--- config.mk ---
export PLATFORM = sky130hd
export DESIGN_NAME = ping_pong_ctrl_n
export DESIGN_NICKNAME = d
export VERILOG_FILES = /design/src/rtl/top_pkg.sv /design/src/rtl/pp_bank_fsm.sv /design/src/rtl/ping_pong_ctrl_n.sv
export SDC_FILE = /design/constraint.sdc
export NUM_CORES = 1
export LEC_CHECK = 0
export BUFFER_PORTS_ARGS = -buffer_cell sky130_fd_sc_hd__clkbuf_2
export CAP_MARGIN = 10
export CORE_ASPECT_RATIO = 0.9
export CORE_UTILIZATION = 45
export CTS_BUF_LIST = sky130_fd_sc_hd__clkbuf_8 sky130_fd_sc_hd__clkbuf_16
export DETAILED_ROUTE_END_ITERATION = 10
export PLACE_DENSITY = 0.7
export SYNTH_ARGS = -nofsm -noshare
export SYNTH_HDL_FRONTEND = slang
export SYNTH_SLANG_ARGS = --single-unit
--- constraint.sdc ---
create_clock -name clk -period 2.95 [get_ports clk]
set_input_delay 0.59 -clock clk [delete_from_list [all_inputs] [get_ports clk]]
set_output_delay 0.59 -clock clk [all_outputs]
set_load 0.02 [all_outputs]
--- src/rtl/top_pkg.sv ---
// Shared types for the ping-pong bank controller: per-bank state encoding and a
// width helper that never returns zero.
package top_pkg;

  typedef enum logic [1:0] {
    EMPTY    = 2'd0,
    FILLING  = 2'd1,
    FULL     = 2'd2,
    DRAINING = 2'd3
  } bank_state_t;

  function automatic int unsigned width_min1(input int unsigned n);
    return (n > 1) ? $clog2(n) : 1;
  endfunction

endpackage

--- src/rtl/pp_bank_fsm.sv ---
// Occupancy state of one ping-pong bank, advanced by the write and read strobes
// that the controller steers onto this bank.
module pp_bank_fsm
  import top_pkg::*;
(
  input  logic        clk,
  input  logic        rst_n,
  input  logic        wr_fire,
  input  logic        wr_last,
  input  logic        rd_fire,
  input  logic        rd_last,
  output bank_state_t state
);

  bank_state_t state_q;
  bank_state_t state_d;

  always_ff @(posedge clk or negedge rst_n) begin
    if (!rst_n) state_q <= EMPTY;
    else        state_q <= state_d;
  end

  always_comb begin
    state_d = state_q;
    case (state_q)
      EMPTY:    if (wr_fire) state_d = wr_last ? FULL : FILLING;
      FILLING:  if (wr_fire && wr_last) state_d = FULL;
      FULL:     if (rd_fire) state_d = rd_last ? EMPTY : DRAINING;
      DRAINING: if (rd_fire && rd_last) state_d = EMPTY;
      default:  state_d = EMPTY;
    endcase
  end

  assign state = state_q;

endmodule

--- src/rtl/ping_pong_ctrl_n.sv ---
// Ping-pong controller for two single-port banks: a sliced producer fills one bank
// while the consumer drains the other. Optional error flags: PING_PONG_CTRL_N_ERR_EN.
module ping_pong_ctrl_n
  import top_pkg::*;
#(
  parameter int unsigned TOTAL_MODULES   = 1,
  parameter int unsigned WORDS_PER_SLICE = 16,
  parameter int unsigned ADDR_WIDTH      = $clog2(TOTAL_MODULES * WORDS_PER_SLICE)
) (
  input  logic                                     clk,
  input  logic                                     rst_n,
  input  logic                                     in_valid,
  output logic                                     in_ready,
  output logic [width_min1(TOTAL_MODULES)-1:0]     slicing_idx,
  output logic                                     bank0_ena,
  output logic                                     bank0_wea,
  output logic [ADDR_WIDTH-1:0]                    bank0_addra,
  output logic                                     bank1_ena,
  output logic                                     bank1_wea,
  output logic [ADDR_WIDTH-1:0]                    bank1_addra,
  input  logic                                     rd_en,
  output logic                                     rd_avail,
  output logic                                     out_valid,
  output logic                                     out_bank_sel,
  output logic                                     fill_done,
  output logic                                     drain_done
`ifdef PING_PONG_CTRL_N_ERR_EN
  ,
  output logic [1:0]                               err_sticky
`endif
);

  localparam int unsigned DEPTH   = TOTAL_MODULES * WORDS_PER_SLICE;
  localparam int unsigned SLICE_W = width_min1(TOTAL_MODULES);
  localparam int unsigned BEAT_W  = width_min1(WORDS_PER_SLICE);

  bank_state_t           bank_st [2];
  logic                  wr_sel;
  logic                  rd_sel;
  logic [SLICE_W-1:0]    slice_q;
  logic [BEAT_W-1:0]     beat_cnt;
  logic [ADDR_WIDTH-1:0] rd_addr;

  logic                  wr_fire;
  logic                  rd_fire;
  logic                  slice_last;
  logic                  beat_last;
  logic                  rd_last;
  logic [ADDR_WIDTH-1:0] wr_addr;
  logic [1:0]            ena;
  logic [1:0]            wea;
  logic [ADDR_WIDTH-1:0] addr [2];

  // Handshake and pointer decode; every strobe is gated by rst_n so reset forces zeros.
  assign wr_fire    = rst_n && in_valid &&
                      ((bank_st[wr_sel] == EMPTY) || (bank_st[wr_sel] == FILLING));
  assign slice_last = (slice_q == SLICE_W'(TOTAL_MODULES - 1));
  assign beat_last  = (beat_cnt == BEAT_W'(WORDS_PER_SLICE - 1));
  assign in_ready   = wr_fire && slice_last;
  assign fill_done  = in_ready && beat_last;
  assign rd_avail   = rst_n &&
                      ((bank_st[rd_sel] == FULL) || (bank_st[rd_sel] == DRAINING));
  assign rd_fire    = rd_en && rd_avail;
  assign rd_last    = (rd_addr == ADDR_WIDTH'(DEPTH - 1));
  assign drain_done = rd_fire && rd_last;
  assign wr_addr    = ADDR_WIDTH'(slice_q * WORDS_PER_SLICE) + ADDR_WIDTH'(beat_cnt);
  assign slicing_idx = slice_q;

  // Write and read can only target different banks: a bank is writable or readable, never both.
  always_comb begin
    ena     = '0;
    wea     = '0;
    addr[0] = '0;
    addr[1] = '0;
    if (wr_fire) begin
      ena[wr_sel]  = 1'b1;
      wea[wr_sel]  = 1'b1;
      addr[wr_sel] = wr_addr;
    end
    if (rd_fire) begin
      ena[rd_sel]  = 1'b1;
      addr[rd_sel] = rd_addr;
    end
  end

  assign bank0_ena   = ena[0];
  assign bank0_wea   = wea[0];
  assign bank0_addra = addr[0];
  assign bank1_ena   = ena[1];
  assign bank1_wea   = wea[1];
  assign bank1_addra = addr[1];

  pp_bank_fsm u_bank0_fsm (
    .clk     (clk),
    .rst_n   (rst_n),
    .wr_fire (wr_fire && !wr_sel),
    .wr_last (fill_done),
    .rd_fire (rd_fire && !rd_sel),
    .rd_last (rd_last),
    .state   (bank_st[0])
  );

  pp_bank_fsm u_bank1_fsm (
    .clk     (clk),
    .rst_n   (rst_n),
    .wr_fire (wr_fire && wr_sel),
    .wr_last (fill_done),
    .rd_fire (rd_fire && rd_sel),
    .rd_last (rd_last),
    .state   (bank_st[1])
  );

  always_ff @(posedge clk or negedge rst_n) begin
    if (!rst_n) begin
      wr_sel       <= 1'b0;
      rd_sel       <= 1'b0;
      slice_q      <= '0;
      beat_cnt     <= '0;
      rd_addr      <= '0;
      out_valid    <= 1'b0;
      out_bank_sel <= 1'b0;
    end else begin
      if (wr_fire) begin
        if (slice_last) begin
          slice_q <= '0;
          if (beat_last) begin
            beat_cnt <= '0;
            wr_sel   <= ~wr_sel;
          end else begin
            beat_cnt <= beat_cnt + BEAT_W'(1);
          end
        end else begin
          slice_q <= slice_q + SLICE_W'(1);
        end
      end
      if (rd_fire) begin
        if (rd_last) begin
          rd_addr <= '0;
          rd_sel  <= ~rd_sel;
        end else begin
          rd_addr <= rd_addr + ADDR_WIDTH'(1);
        end
      end
      // Bank RAMs have one cycle of read latency.
      out_valid    <= rd_fire;
      out_bank_sel <= rd_fire & rd_sel;
    end
  end

`ifdef PING_PONG_CTRL_N_ERR_EN
  localparam int unsigned STALL_LIMIT = 1024;
  logic [10:0] stall_cnt;

  // Sticky protocol errors: read of an unavailable bank, producer starved too long.
  always_ff @(posedge clk or negedge rst_n) begin
    if (!rst_n) begin
      err_sticky <= '0;
      stall_cnt  <= '0;
    end else begin
      if (rd_en && !rd_avail) err_sticky[0] <= 1'b1;
      if (in_valid && !in_ready) begin
        if (stall_cnt == 11'(STALL_LIMIT)) err_sticky[1] <= 1'b1;
        else                              stall_cnt     <= stall_cnt + 11'd1;
      end else begin
        stall_cnt <= '0;
      end
    end
  end
`endif

endmodule
==> out/qor.yml <==
finish:
  final_common_cell: "clkbuf_2"
  fin_area_mm2: 0.00102
  drive_gt1_frac: 0.337
  fill_cells: 151
  fin_nets: 111
  num_antenna_cells: 0
  final_cell_mix: "21 x clkbuf_2, 14 x dfrtp_1, 7 x a22o_1"
  syn2layout_area_growth_pct: 19.4
clock_tree:
  clock_sinks: 14
  root_buffer: "clkbuf_8"
  tritoncts: "done"
  cts_buffers: 3
  postCtsSetupRepairBufs: 0
  h-tree-depth: 1
  ctsResizeCount: 0
  cts-hold-fix-buffers: 0
  cts.clk_slew.worst_paths_ps: 60
  clockBufferDepth: 2
  insertion_delay_ps: 250
timing:
  timing.hold.ws_ps: 222
  worst_slew_pin_slew_ps: 629
  hold_viol: 0
  finalMaxSlewViolations: 0
  fmaxAchievable_mhz: 396
  period_share: 0.856
  fin_crit_ps: 2520
  max_slew_margin: 0.578
  setup_violations: 0
  finClkSkew_ps: 0.659
  tns_ps: 0
  rsz0062_at_grt: "no"
die:
  num_rows: 14
  fp.dieW_um: 48
  core_mm2: 0.00173
  initial_utilization: 0.494
  io-pin-count: 23
  fp.dieH_um: 43.4
  die_area_mm2: 0.00208
route:
  drtPass1Iterations: 4
  dr_total_vias: 724
  drc: 0
  ant_nets: 0
  drtIter0Drc: 9
  routed_via_density: 5.66
  drt-wirelength-per-cell_um: 13.8
  wl_mm: 1.77
synthesis:
  synth_seq_cells: 14
  synth.top_cells.by_area: "dfrtp_1 41%, a22o_1 7.2%, xnor2_1 4.1%"
  ys.flop_type: "dfrtp_1"
  syn_area_um2: 857
  seq_area_frac_synth: 0.409
  netlist.area_leader.share: 0.409
  yosys.area.top_type: "dfrtp_1"
  synth.avg_cell_area_um2: 10.5
  syn-num-nets: 88
  yosys_warnings: 0
  synth-edff-count: 0
  synthCells: 82
  async_reset_ff_frac: 1.00
  ys_types: 34
critical_path:
  setup.worst_path.start_class: "primary input"
  cp.buffers_inverters: 2
  r2r_slack_ps: 1440
  cp.arrival_ps: 1930
  path_cells: "clkbuf_2 -> nand2_1 -> nor3_1 -> a22o_1 -> clkbuf_2"
  crit_type: "primary input to output port"
  r2r_cells: 4
  path_delay_family: "simple AND/OR/NAND/NOR gates"
  cp_slowest_stage_delay_ps: 510
  required_ps: 2360
  timing.rr.start: "wr_sel"
  path_max_fanout: 13
  cpMostUsedCell: "clkbuf_2"
  critical_path.endpoint_type: "output port"
  r2r-end: "beat_cnt[1]"
  critical-path-slowest-cell: "nor3_1"
power_and_ir_drop:
  p_switching_uw: 394
  power_frac_seq: 0.413
  max-vdd-ir-drop_mv: 0.498
  swShare: 0.418
  p_int_uw: 550
  p_comb_frac: 0.387
  clkPwrFrac: 0.201
  power_density_mw_per_mm2: 922
  p_leak_uw: 0.000504
run:
  drv_cap: 0
place:
  gp_congestion: 0.804
  port_buffers: 21
  placed_cell_area_um2: 968
  dp_hpwl_mm: 1.33
global_routing:
  grt_max_degree: 14
  grt_pass1_vias: 619
  antenna_found_initial: 0
  grt_overflow_total: 0
  grt_first_pass_wirelength_mm: 2.95
  grt_use_total: 0.204
hold_path:
  hp-class: "primary input to asynchronous set/reset pin"
status:
  outcome: "finished clean"
[routing by layer]
metal,up-vias,track usage,wire (µm)
li1,349,-,-
met1,343,0.300,877
met2,27,0.278,757
met3,5,0.0458,103
met4,0,0.100,34
met5,-,0,0
[registers in the layout, indices dropped and copies added (netlist names)]
register,cells
rd_sel,1
wr_sel,1
beat_cnt,4
out_valid,1
u_bank0_fsm.state,1
out_bank_sel,1
u_bank1_fsm.state,1
rd_addr,4
[cell families (layout without fill, tap and decap cells)]
family / Yosys count / after routing / share of synthesized area
multiplexers: 6 / 6 / 0.0905
AND/OR/NAND/NOR: 28 / 28 / 0.207
AO/OA/AOI/OAI: 16 / 16 / 0.152
other: 1 / 1 / 0.00438
adder cells (fa/ha/maj): 2 / 2 / 0.0292
flip-flops: 14 / 14 / 0.409
buffers and inverters: 11 / 33 / 0.0671
XOR/XNOR: 4 / 4 / 0.0409
[worst reg2reg max path, cell delays in order, from the launching register on]
cell     delay [ps]
dfrtp_1         470
mux2i_1         340
nand3_1         170
inv_2           100
mux2_2          320
[how the worst max path moves through the flow]
stage          start              to  slack [ps]  cells past startpoint
2_1_floorplan  rst_n  bank0_addra[0]         530                      4
4_1_cts        rst_n  bank0_addra[1]         430                      5
6_report       rst_n  bank0_addra[2]         430                      5
3_5_place_dp   rst_n  bank0_addra[3]         430                      5
3_3_place_gp   rst_n  bank0_addra[0]         440                      5
5_1_grt        rst_n  bank0_addra[2]         330                      5
[power groups by stage]
stage                     combinational (µW)  sequential (µW)  clock [µW]
after floorplan                          327              341           0
after global placement                   360              390           0
after detailed placement                 365              390           0
after CTS                                366              388         190
after global routing                     403              405         202
final                                    365              389         189
[metrics by stage]
stage	setup WS [ps]	total power [µW]	instances	util
detailed placement	430	755	124	0.558
finish	425	944	128	0.590
floorplan	533	668	82	-
global placement	444	750	124	0.558
global route	327	1010	128	0.590
CTS	428	944	128	0.590
[Yosys cell counts (3+ instances only)]
cell type  count
dfrtp_1       14
nand4_1        3
a22o_1         7
nand2_1        3
nand3_1        5
nor2_1         4
and3_1         3
inv_1          6
o21ai_0        3
xnor2_1        4
[final cells by class]
class / instances / area, µm² / area share
flip-flops and latches: 14 / 350 / 0.342
well taps: 24 / 30.0 / 0.0293
inverters: 7 / 26.3 / 0.0257
multi-input cells: 57 / 449 / 0.439
clock buffers: 4 / 55.1 / 0.0538
repair buffers: 22 / 113 / 0.110
Note: power is estimated with default switching activity, not from simulation.
